`config.mk`:
```
export PLATFORM = sky130hd
export DESIGN_NAME = player_turn_ctrl
export DESIGN_NICKNAME = d
export VERILOG_FILES = /design/src/rtl/player_turn_ctrl.sv
export SDC_FILE = /design/constraint.sdc
export NUM_CORES = 1
export LEC_CHECK = 0
export CORE_ASPECT_RATIO = 0.6
export CORE_MARGIN = 4
export CORE_UTILIZATION = 55
export CTS_BUF_LIST = sky130_fd_sc_hd__clkbuf_4
export CTS_CLUSTER_DIAMETER = 150
export DETAILED_ROUTE_END_ITERATION = 16
export PLACE_DENSITY = 0.82
export SYNTH_ARGS = -nofsm -noshare
export SYNTH_HDL_FRONTEND = slang
export SYNTH_SLANG_ARGS = --single-unit
```
`constraint.sdc`:
```
create_clock -name frame_clk -period 8.85 [get_ports frame_clk]
set_clock_uncertainty 0.15 [all_clocks]
set_input_delay 2.655 -clock frame_clk [delete_from_list [all_inputs] [get_ports frame_clk]]
set_output_delay 2.655 -clock frame_clk [all_outputs]
set_load 0.005 [all_outputs]
```
`src/rtl/player_turn_ctrl.sv`:
```
// player_turn_ctrl: per-player frame physics plus the turn sequencer
// (move/aim, fire, wait for the bomb, hand over to the next player).
`default_nettype none

module player_turn_ctrl #(
  parameter int NUM_PLAYERS = 2,
  parameter int V_MAX       = 10,
  parameter int GRAV_DIV    = 6,
  parameter int MOVE_DIV    = 6,
  parameter int JUMP_DIV    = 32,
  parameter int AIM_DIV     = 16,
  parameter int TURN_FRAMES = 600,
  parameter int ANGLE_MAX   = 8,
  parameter int POWER_MAX   = 7
) (
  input  logic                      reset,
  input  logic                      frame_clk,
  input  logic [7:0]                keycode,
  input  logic [NUM_PLAYERS-1:0]    dd,
  input  logic [NUM_PLAYERS-1:0]    uu,
  input  logic [NUM_PLAYERS-1:0]    impact,
  input  logic                      bomb_exploded,
  output logic [10*NUM_PLAYERS-1:0] x_flat,
  output logic [10*NUM_PLAYERS-1:0] y_flat,
  output logic [9:0]                size,
  output logic [1:0]                active,
  output logic [3:0]                angle,
  output logic [2:0]                power,
  output logic                      launch,
  output logic [1:0]                state
);

  typedef enum logic [1:0] {
    S_MOVE  = 2'd0,
    S_FIRED = 2'd1,
    S_WAIT  = 2'd2,
    S_NEXT  = 2'd3
  } state_t;

  localparam logic [7:0]         GRAV_LIM = 8'(GRAV_DIV);
  localparam logic [7:0]         MOVE_LIM = 8'(MOVE_DIV);
  localparam logic [7:0]         JUMP_LIM = 8'(JUMP_DIV);
  localparam logic [7:0]         AIM_LIM  = 8'(AIM_DIV);
  localparam logic [9:0]         TURN_LIM = 10'(TURN_FRAMES - 1);
  localparam logic [3:0]         ANG_LIM  = 4'(ANGLE_MAX);
  localparam logic [2:0]         POW_LIM  = 3'(POWER_MAX);
  localparam logic [1:0]         LAST     = 2'(NUM_PLAYERS - 1);
  localparam logic signed [11:0] VLIM     = 12'(V_MAX);

  localparam logic [7:0] KEY_A = 8'h04, KEY_D = 8'h07, KEY_W = 8'h1A, KEY_Q = 8'h14;
  localparam logic [7:0] KEY_E = 8'h08, KEY_1 = 8'h1E, KEY_3 = 8'h20, KEY_S = 8'h16;

  state_t      state_q, state_d;
  logic [1:0]  active_q, active_d;
  logic [3:0]  angle_q, angle_d;
  logic [2:0]  power_q, power_d;
  logic [7:0]  mcnt_q, mcnt_d, jcnt_q, jcnt_d, acnt_q, acnt_d;
  logic [9:0]  tcnt_q, tcnt_d;

  logic               keys_en, aim_rdy, jump_go, aim_chg;
  logic signed [11:0] dx_key, dy_key;

  assign keys_en = (state_q == S_MOVE);
  assign aim_rdy = (acnt_q == AIM_LIM);
  assign jump_go = keys_en && (keycode == KEY_W) && (jcnt_q == JUMP_LIM);

  // Key-driven velocity deltas, applied to the active player only
  always_comb begin
    dx_key = '0;
    if (keys_en && (mcnt_q == MOVE_LIM)) begin
      if (keycode == KEY_A)      dx_key = -12'sd1;
      else if (keycode == KEY_D) dx_key = 12'sd1;
    end
    dy_key = jump_go ? -12'sd4 : 12'sd0;
  end

  always_comb begin
    state_d  = state_q;
    active_d = active_q;
    angle_d  = angle_q;
    power_d  = power_q;
    tcnt_d   = tcnt_q;
    aim_chg  = 1'b0;
    mcnt_d   = (mcnt_q == MOVE_LIM) ? 8'd0 : mcnt_q + 8'd1;
    jcnt_d   = (jcnt_q == JUMP_LIM) ? jcnt_q : jcnt_q + 8'd1;
    acnt_d   = (acnt_q == AIM_LIM) ? acnt_q : acnt_q + 8'd1;
    case (state_q)
      S_MOVE: begin
        if (jump_go) jcnt_d = '0;
        if (aim_rdy) begin
          if (keycode == KEY_Q && angle_q != 4'd0) begin
            angle_d = angle_q - 4'd1; aim_chg = 1'b1;
          end else if (keycode == KEY_E && angle_q != ANG_LIM) begin
            angle_d = angle_q + 4'd1; aim_chg = 1'b1;
          end else if (keycode == KEY_1 && power_q != 3'd0) begin
            power_d = power_q - 3'd1; aim_chg = 1'b1;
          end else if (keycode == KEY_3 && power_q != POW_LIM) begin
            power_d = power_q + 3'd1; aim_chg = 1'b1;
          end
        end
        if (aim_chg) acnt_d = '0;
        if (keycode == KEY_S && aim_rdy)  state_d = S_FIRED;
        else if (tcnt_q == TURN_LIM)      state_d = S_NEXT;
        else                              tcnt_d  = tcnt_q + 10'd1;
      end
      S_FIRED: state_d = S_WAIT;
      S_WAIT:  if (bomb_exploded) state_d = S_NEXT;
      S_NEXT: begin
        active_d = (active_q == LAST) ? 2'd0 : active_q + 2'd1;
        angle_d  = 4'd6;
        power_d  = 3'd4;
        tcnt_d   = '0;
        state_d  = S_MOVE;
      end
      default: state_d = S_MOVE;
    endcase
  end

  always_ff @(posedge frame_clk or posedge reset) begin
    if (reset) begin
      state_q  <= S_MOVE;
      active_q <= '0;
      angle_q  <= 4'd6;
      power_q  <= 3'd4;
      mcnt_q   <= '0;
      jcnt_q   <= '0;
      acnt_q   <= '0;
      tcnt_q   <= '0;
    end else begin
      state_q  <= state_d;
      active_q <= active_d;
      angle_q  <= angle_d;
      power_q  <= power_d;
      mcnt_q   <= mcnt_d;
      jcnt_q   <= jcnt_d;
      acnt_q   <= acnt_d;
      tcnt_q   <= tcnt_d;
    end
  end

  for (genvar i = 0; i < NUM_PLAYERS; i++) begin : g_player
    localparam logic [9:0] X0 = 10'(80 + 480 * i / (NUM_PLAYERS - 1));

    logic [9:0]         x_q, x_d, y_q, y_d;
    logic signed [9:0]  vx_q, vx_d, vy_q, vy_d;
    logic [7:0]         gcnt_q, gcnt_d;
    logic signed [11:0] vx_t, vy_t;

    always_comb begin
      gcnt_d = (gcnt_q == GRAV_LIM) ? 8'd0 : gcnt_q + 8'd1;
      vx_t   = {{2{vx_q[9]}}, vx_q};
      vy_t   = {{2{vy_q[9]}}, vy_q};
      if (dd[i]) begin
        vx_t = '0;
        if (vy_t >= 0) vy_t = '0;
      end else begin
        if (gcnt_q == GRAV_LIM) vy_t = vy_t + 12'sd1;
        if (active_q == 2'(i)) begin
          vx_t = vx_t + dx_key;
          vy_t = vy_t + dy_key;
        end
        if (uu[i])     vy_t = 12'sd1;
        if (impact[i]) vx_t = '0;
      end
      if (vx_t > VLIM)       vx_t = VLIM;
      else if (vx_t < -VLIM) vx_t = -VLIM;
      if (vy_t > VLIM)       vy_t = VLIM;
      else if (vy_t < -VLIM) vy_t = -VLIM;
      // Bounce decisions use the pre-move position with the updated velocity
      if ((y_q >= 10'd470 && vy_t >= 0) || (y_q <= 10'd9 && vy_t < 0)) vy_t = -vy_t;
      if ((x_q >= 10'd630 && vx_t >= 0) || (x_q <= 10'd9 && vx_t < 0)) vx_t = -vx_t;
      vx_d = vx_t[9:0];
      vy_d = vy_t[9:0];

      if (x_q[9:8] == 2'b11) x_d = '0;
      else if (dd[i])        x_d = x_q;
      else                   x_d = x_q + vx_q;
      if (y_q[9:8] == 2'b11) y_d = '0;
      else if (dd[i])        y_d = y_q - 10'd2;
      else                   y_d = y_q + vy_q;
    end

    always_ff @(posedge frame_clk or posedge reset) begin
      if (reset) begin
        x_q    <= X0;
        y_q    <= 10'd200;
        vx_q   <= '0;
        vy_q   <= '0;
        gcnt_q <= '0;
      end else begin
        x_q    <= x_d;
        y_q    <= y_d;
        vx_q   <= vx_d;
        vy_q   <= vy_d;
        gcnt_q <= gcnt_d;
      end
    end

    assign x_flat[10*i +: 10] = x_q;
    assign y_flat[10*i +: 10] = y_q;
  end

  assign size   = 10'd4;
  assign active = active_q;
  assign angle  = angle_q;
  assign power  = power_q;
  assign launch = (state_q == S_FIRED);
  assign state  = state_q;

endmodule

`default_nettype wire

```
==> results of run 1 <==
-- area by class of cell --
cell class | count | area share
Antenna cell | 1 | 0.000180
Clock buffer | 18 | 0.00974
Clock inverter | 13 | 0.0125
Inverter | 73 | 0.0201
Multi-Input combinational cell | 1268 | 0.608
Sequential cell | 141 | 0.256
Tap cell | 308 | 0.0278
Timing Repair Buffer | 97 | 0.0657
-- metal layers --
layer / track usage / wire length (µm) / up-vias
li1: - / - / 5749
met1: 0.409 / 15900 / 5635
met2: 0.354 / 13400 / 718
met3: 0.0840 / 4160 / 72
met4: 0.0614 / 510 / 2
met5: 0 / 13 / -
-- cells by family (layout without fill, tap and decap cells) --
family / Yosys count / after routing / share of synthesized area
buf+inv: 134 / 201 / 0.0444
mux: 22 / 22 / 0.0179
xor+xnor: 111 / 111 / 0.0778
flops: 141 / 141 / 0.284
compound gates: 399 / 399 / 0.217
simple gates: 628 / 628 / 0.256
fa+ha+maj: 98 / 98 / 0.103
other cells: 2 / 11 / 0.000601
-- sequential cells by signal (all words and copies together), names as in the netlist, 10 cells and up --
| register | count |
|---|---|
| g_player.x_q | 20 |
| g_player.gcnt_q | 16 |
| g_player.y_q | 20 |
| g_player.vx_q | 20 |
| g_player.vy_q | 20 |
| tcnt_q | 10 |
-- layout by cell type (no fill, tap or decap), types with 16 or more instances in the layout --
| cell type | Yosys | layout |
|---|---|---|
| sky130_fd_sc_hd__a211oi_1 | 19 | 19 |
| sky130_fd_sc_hd__a21o_1 | 19 | 19 |
| sky130_fd_sc_hd__a21oi_1 | 109 | 109 |
| sky130_fd_sc_hd__a31oi_1 | 16 | 16 |
| sky130_fd_sc_hd__and2_1 | 20 | 20 |
| sky130_fd_sc_hd__and3_1 | 27 | 27 |
| sky130_fd_sc_hd__buf_4 | 10 | 28 |
| sky130_fd_sc_hd__clkbuf_4 | 0 | 18 |
| sky130_fd_sc_hd__clkdlybuf4s50_1 | 0 | 68 |
| sky130_fd_sc_hd__dfrtp_1 | 127 | 127 |
| sky130_fd_sc_hd__ha_1 | 90 | 90 |
| sky130_fd_sc_hd__inv_1 | 72 | 71 |
| sky130_fd_sc_hd__mux2i_1 | 19 | 19 |
| sky130_fd_sc_hd__nand2_1 | 124 | 124 |
| sky130_fd_sc_hd__nand3_1 | 68 | 68 |
| sky130_fd_sc_hd__nand4_1 | 26 | 26 |
| sky130_fd_sc_hd__nor2_1 | 169 | 169 |
| sky130_fd_sc_hd__nor3_1 | 50 | 49 |
| sky130_fd_sc_hd__nor4_1 | 26 | 26 |
| sky130_fd_sc_hd__o21ai_0 | 69 | 69 |
| sky130_fd_sc_hd__o21bai_1 | 23 | 23 |
| sky130_fd_sc_hd__or3_1 | 21 | 21 |
| sky130_fd_sc_hd__xnor2_1 | 75 | 75 |
| sky130_fd_sc_hd__xor2_1 | 36 | 36 |
-- where the power goes --
group / internal, µW / switching, µW
Sequential: 845 / 342
Combinational: 1090 / 1300
Clock: 222 / 260
-- final timing paths --
kind | startpoint | to | slack, ps
setup / recovery | keycode[5] | g_player[0].vy_q[8] | 520
hold / removal | g_player[0].gcnt_q[7] | g_player[0].gcnt_q[7] | 320
setup reg to reg | g_player[0].gcnt_q[4] | g_player[0].vy_q[8] | 2160
hold reg to reg | g_player[0].gcnt_q[7] | g_player[0].gcnt_q[7] | 320
max in group asynchronous | reset | g_player[1].y_q[2] | 4820
min in group asynchronous | reset | g_player[0].gcnt_q[7] | 2350
-- worst register-to-register path, stage by stage (launching register included) --
cell	delay, ps
sky130_fd_sc_hd__dfrtp_1	440
sky130_fd_sc_hd__or4_1	740
sky130_fd_sc_hd__or3_1	600
sky130_fd_sc_hd__xnor2_1	220
sky130_fd_sc_hd__fa_1	460
sky130_fd_sc_hd__a21o_1	210
sky130_fd_sc_hd__a21oi_1	280
sky130_fd_sc_hd__nor2_1	110
sky130_fd_sc_hd__o21ai_0	230
sky130_fd_sc_hd__xnor2_1	150
sky130_fd_sc_hd__a22o_1	170
sky130_fd_sc_hd__nor2_1	60
sky130_fd_sc_hd__a2111oi_0	420
sky130_fd_sc_hd__nand3b_1	150
sky130_fd_sc_hd__ha_1	330
sky130_fd_sc_hd__nor3_1	260
sky130_fd_sc_hd__ha_1	230
sky130_fd_sc_hd__nand3_1	140
sky130_fd_sc_hd__or4_1	510
sky130_fd_sc_hd__nor3_1	260
sky130_fd_sc_hd__nor3b_1	240
sky130_fd_sc_hd__nor3_1	70
sky130_fd_sc_hd__o311a_1	130
-- through the flow --
| stage | hold slack (ps) | total power, µW |
|---|---|---|
| after global placement | 308 | 3420 |
| final | 322 | 4060 |
| after detailed placement | 311 | 3510 |
| after CTS | 331 | 4010 |
| after floorplan | 288 | 2810 |
| after global routing | 361 | 4370 |
==> summary by stage, run 1 <==
Detailed routing
Using the TritonRoute via totals, the vias-per-cell ratio works out to 6.34. The detailed router placed 12,200 vias in this run. The detailed-router iteration count before antenna repair is 7. The final antenna-violating net count is 0. In the routed design, unresolved DRC markers number 0. The DRC marker count from the first detailed-route iteration is 1,574.

The final layout contains routed wiring with a total length of 33,900 µm. After detailed routing, the average wire length per cell comes to 17.7 µm.

Floorplan
The die extent in y is 125 µm. The die covers 25,300 µm². For this configuration, the core starts out at a cell density of 0.564. The total area inside the core boundary comes to 22,200 µm². 79 I/O pins were placed.

The chip width is 203 µm. In this run the core area contains 42 standard-cell rows.

Clocking
The buffer count from post-CTS setup fixing is 0. Buffers inserted during clock tree synthesis total 17. The later pin in the worst-skew pair is clocked with a latency of 650 ps. The post-cts repair resize count is 0. The maximum root-to-sink buffer count is 2. In this run, post-CTS hold repair placed 0 buffers. The clock edge transition at the registers on the reported setup and hold paths is 130 ps.

The tree built by TritonCTS fans out to 141 sinks. The TritonCTS clock tree is done. In this run the clock root is driven by a sky130_fd_sc_hd__clkbuf_4. The H-tree generated during clock tree synthesis spans 4 levels.

Finish
The design area is 13,900 µm². The count of filler cells inserted in the layout is 1,887. The net count of the finished layout is 1,713. In the final layout, the share of cells above drive strength 1 is 0.0714.

The area taken by flip-flops and latches is 3550 µm². The area used by multi-input combinational logic is 8440 µm². Compared with the post-synthesis result, the final layout area differs by 11.0%.

After the flow finishes, the layout carries non-filler instances totaling 1,919. At the end of the flow the core is filled with cells to 0.626.

GRT
For this run, the total global-route usage over all layers was measured as 0.264. The largest net degree at the start of global routing is 79. The wire length of the first global-routing pass is 56,100 µm.

The number of global-route vias before repair came to 11,100. The initial antenna violation count is 1. The total grt overflow is 0.

STA
Subtracting the final worst setup slack from the clock period gives 8330 ps. The number of endpoints failing setup at the final stage is 0. Setup repair after global routing left no endpoint under its margin. The sum of negative setup slack is 0 ps. The post-layout worst setup margin is 517 ps.

The share of the cycle needed by the critical path after routing is 0.942. In this run the tightest slew margin relative to its limit is 0.361. The fmax is 120 MHz. The max-slew violation total from the final report was 0. The slew at the pin closest to its max-slew limit is 953 ps. The final number of hold-violating endpoints was 0.

Place
The weighted congestion at the end of routability-driven global placement is 1.01. The total instance count after detailed placement is 1,887. Summing all placed instances gives a cell area of 13,600 µm². Timing analysis after detailed placement gives a worst setup slack of -28.4 ps. The half-perimeter wire length after detailed placement is 25,400 µm. The quantity of I/O buffers inserted on ports is 68.

Yosys
The share of flip-flops with an asynchronous set or reset after synthesis is 1.00. The synthesized netlist contains 90 unique library cells. Yosys instantiated no cell more often than sky130_fd_sc_hd__nor2_1.

The number of synthesized register bits is 141. By area the synthesized netlist is led by sky130_fd_sc_hd__dfrtp_1, sky130_fd_sc_hd__ha_1, sky130_fd_sc_hd__xnor2_1, sky130_fd_sc_hd__nor2_1, sky130_fd_sc_hd__a21oi_1. Sorting the synthesized cells by how often they occur yields sky130_fd_sc_hd__nor2_1, sky130_fd_sc_hd__dfrtp_1, sky130_fd_sc_hd__nand2_1. Each instance of the synthesized netlist takes up on average 8.14 µm². The number of synthesized flops with an enable pin is 0. The part of the Yosys area used for sequential elements is 0.284. The most area-hungry cell type in the Yosys netlist is sky130_fd_sc_hd__dfrtp_1. Synthesis handed over a netlist of 1,535 instances. The fraction of synthesized cell area taken by the top area cell type is 0.254.

During synthesis, Yosys emitted a total of 0 warnings. After synthesis the cells add up to 12,500 µm². In the synthesized netlist the dominant register cell turns out to be sky130_fd_sc_hd__dfrtp_1.

Setup path
Data on the critical path is required at its endpoint by 9220 ps. The slowest stage of the critical path is the sky130_fd_sc_hd__or4_1 cell. The kind of end point of the critical path is a flop. In this design, the stage delay of the slowest critical-path cell is 510 ps.

The kind of critical path is primary input to flop. The worst register-to-register path has a depth of 22. The worst setup path is launched from a primary input. The combined buffer and inverter count along the critical path is 2.

Along the worst path, the maximum fanout reaches 23. STA puts the critical path data arrival time at 8700 ps. The critical path crosses 25 cells after its start point. The cell family contributing the most delay on the critical path is simple AND/OR/NAND/NOR gates.

Power and ir drop
Dividing total power by cell area gives a power density of 292 nW/µm². The static power due to leakage is 0.00600 µW. The maximum ir drop on the vdd rail is 0.225 mV.

Job
The tool flagged a number of max-cap violations equal to 0.

Outcome
The run finished with clean final reports.

Hold path
The worst min-delay path category is flop to flop. Counting instances, the worst hold path has a depth of 1.
Power figures use the tool's default switching activity.
==> run 2: changes to the inputs <==
Settings changed: CTS_CLUSTER_DIAMETER 150 to 40.
Clock period 8.85 ns to 10.2 ns, I/O delays scaled along.
==> summary by stage, run 2 (same netlist as run 1, synthesis figures left out) <==
Setup path
The critical path contains buffers and inverters numbering 3 combined. The largest stage delay on the critical path is 520 ps. The data arrival time of the worst path is 9480 ps. On the critical path, the stage with the largest delay is an instance of sky130_fd_sc_hd__or4_1.

The worst setup path is launched from a primary input. STA classifies the critical path endpoint as a flop. The worst register-to-register path begins at state[0]. The required time of the worst setup path is 10,600 ps.

The setup path with the least slack is of type primary input to flop. The cell count of the worst reg-to-reg path is 22. The instance count on the critical path is 27. In this run the critical register-to-register path is captured at g_player[0].vx_q[8]. The cell family contributing the most delay on the critical path is simple AND/OR/NAND/NOR gates. In this run the worst setup path begins at keycode[5]. The flop-to-flop setup slack is 3320 ps.

The biggest fanout along the worst timing path is 23. By instance count, the cell type seen most on the critical path is sky130_fd_sc_hd__ha_1. The critical path ends at g_player[0].vy_q[8].

Floorplan
Row generation in the floorplan step produced 42 rows. The initial standard-cell utilization of the core is 0.564. The die is 125 µm tall.

The core outline area is 22,200 µm². The floorplan step defined a die boundary enclosing 25,300 µm². During I/O placement, the number of pins put on the boundary was 79.

From left edge to right edge, the die measures 203 µm.

Place
The quantity of I/O buffers inserted on ports is 68. The placement-stage worst setup slack is 572 ps. The half-perimeter wire length after detailed placement is 26,300 µm. The weighted congestion at the end of routability-driven global placement is 0.987.

Power and ir drop
The maximum ir drop on the vdd rail is 0.133 mV. Power spread over the standard cell area amounts to 258 nW/µm². Summing internal, switching and leakage power gives 3550 µW. In this run the static leakage power is 0.00592 µW.

GRT
The largest net degree at the start of global routing is 81. The total grt overflow is 0. For this run, the total global-route usage over all layers was measured as 0.271. The initial antenna violation count is 1. The number of global-route vias before repair is 11,100. The wire length of the first global-routing pass is 57,200 µm.

STA
The final number of hold-violating endpoints is 0. The worst path in the final design needs a cycle of 9080 ps, including I/O delays and setup. The max-slew violation total from the final report was 0.

Headroom to the max-slew limit came out at 0.362. The fmax is 110 MHz. The slew at the pin closest to its max-slew limit is 954 ps.

The number of endpoints failing setup at the final stage is 0. The sum of negative setup slack is 0 ps. Setup repair after global routing left no endpoint under its margin. Of the available clock period, the critical path in the final layout requires 0.890. The post-layout worst setup margin is 1120 ps.

Detailed routing
Once detail routing completed, the nets flagged for antenna violations numbered 0. The total wirelength of the detailed-routed design is 35,100 µm. The final routed wire length divided by cell count is 18.4 µm.

The DRC marker count from the first detailed-route iteration is 1,597. The final route contains 12,300 vias. In the routed design, unresolved DRC markers number 0. The detailed-router iteration count before antenna repair is 8. Using the TritonRoute via totals, the vias-per-cell ratio works out to 6.47.

Clocking
The post-cts repair resize count is 0. TritonCTS built the clock tree. The buffer count from post-CTS setup fixing is 0.

The number of buffers added to fix hold violations after cts is 0. The sink count of the clock tree is 141. The clock edge transition at the registers on the reported setup and hold paths is 140 ps. CTS built an H-tree with a depth of 4.

The total CTS buffers is 17. In this run the deepest clock path goes through 2 buffers. The later pin in the worst-skew pair is clocked with a latency of 610 ps. The clock tree root driver cell is sky130_fd_sc_hd__clkbuf_4.

Finish
In the layout the commonest cells are sky130_fd_sc_hd__nor2_1, sky130_fd_sc_hd__dfrtp_1, sky130_fd_sc_hd__nand2_1. The final-stage net count is 1,698. The count of filler cells inserted in the layout is 1,911. The signed area change from the synthesized netlist to the final layout is 10.1%.

Once layout is complete, the utilization of the core stands at 0.620. The commonest non-fill, non-tap cell in the layout is sky130_fd_sc_hd__nor2_1. In the final layout, the share of cells above drive strength 1 is 0.0645.

Outcome
The flow ran to the end, and the final reports show no timing, DRC or antenna violations.

Job
Max-cap violations in this run came to 0.

Hold path
Along the worst hold path, the cell count comes to 1. The worst min-delay path category is flop to flop.
==> run 2: through the flow <==
| stage | hold slack [ps] | cells | cell area [µm²] |
|---|---|---|---|
| 2_1_floorplan | 288 | 1543 | 12500 |
| 3_3_place_gp | 307 | 1872 | 13400 |
| 3_5_place_dp | 308 | 1872 | 13400 |
| 4_1_cts | 330 | 1904 | 13800 |
| 5_1_grt | 340 | 1905 | 13800 |
| 6_report | 328 | 1905 | 13800 |
==> run 2: worst register-to-register path: stages (launching register included) <==
cell and delay (ps):
sky130_fd_sc_hd__dfrtp_1 440, sky130_fd_sc_hd__inv_1 140, sky130_fd_sc_hd__ha_1 420, sky130_fd_sc_hd__and3b_1 300
sky130_fd_sc_hd__nand4_1 360, sky130_fd_sc_hd__nor3_1 540, sky130_fd_sc_hd__ha_1 430, sky130_fd_sc_hd__and4_1 260
sky130_fd_sc_hd__nand2_1 60, sky130_fd_sc_hd__a211o_1 320, sky130_fd_sc_hd__nand3_1 100, sky130_fd_sc_hd__nor3b_1 420
sky130_fd_sc_hd__nand2b_1 140, sky130_fd_sc_hd__nor4_1 280, sky130_fd_sc_hd__nand4_1 120, sky130_fd_sc_hd__ha_1 480
sky130_fd_sc_hd__nor4_1 650, sky130_fd_sc_hd__inv_1 110, sky130_fd_sc_hd__ha_1 250, sky130_fd_sc_hd__and3_1 200
sky130_fd_sc_hd__nand2_1 90, sky130_fd_sc_hd__or4b_1 450, sky130_fd_sc_hd__nand4_1 100
==> run 2: where the power goes <==
| part | internal (µW) | total, µW | leakage (µW) | switching, µW |
|---|---|---|---|---|
| registers | 733 | 1030 | 0.00180 | 300 |
| clock network | 198 | 430 | 0.000170 | 233 |
| logic | 925 | 2090 | 0.00395 | 1160 |
==> run 2: worst min-delay path by stage <==
| stage | from | to | slack, ps |
|---|---|---|---|
| after floorplan | g_player[0].gcnt_q[7] | g_player[0].gcnt_q[7] | 290 |
| after global placement | g_player[0].gcnt_q[7] | g_player[0].gcnt_q[7] | 310 |
| after detailed placement | g_player[0].gcnt_q[7] | g_player[0].gcnt_q[7] | 310 |
| after CTS | g_player[0].gcnt_q[7] | g_player[0].gcnt_q[7] | 330 |
| after global routing | g_player[0].gcnt_q[7] | g_player[0].gcnt_q[7] | 340 |
| final | g_player[0].gcnt_q[7] | g_player[0].gcnt_q[7] | 330 |
==> run 2: final cells by class <==
cell class / instances / area (µm²) / area share
clock inverters: 14 / 193 / 0.0140
well taps: 308 / 385 / 0.0280
repair buffers: 82 / 786 / 0.0571
inverters: 73 / 279 / 0.0203
multi-input cells: 1268 / 8430 / 0.613
diodes: 1 / 2.50 / 0.000182
flip-flops and latches: 141 / 3550 / 0.258
clock buffers: 18 / 135 / 0.00982
==> run 2: metal layers <==
metal  share of wire  global-route usage  wire length (µm)
met2            0.41               0.374             14300
met3            0.11              0.0708              3690
met1            0.47               0.421             16600
met5               0                   0                 0
met4           0.016              0.0614               561
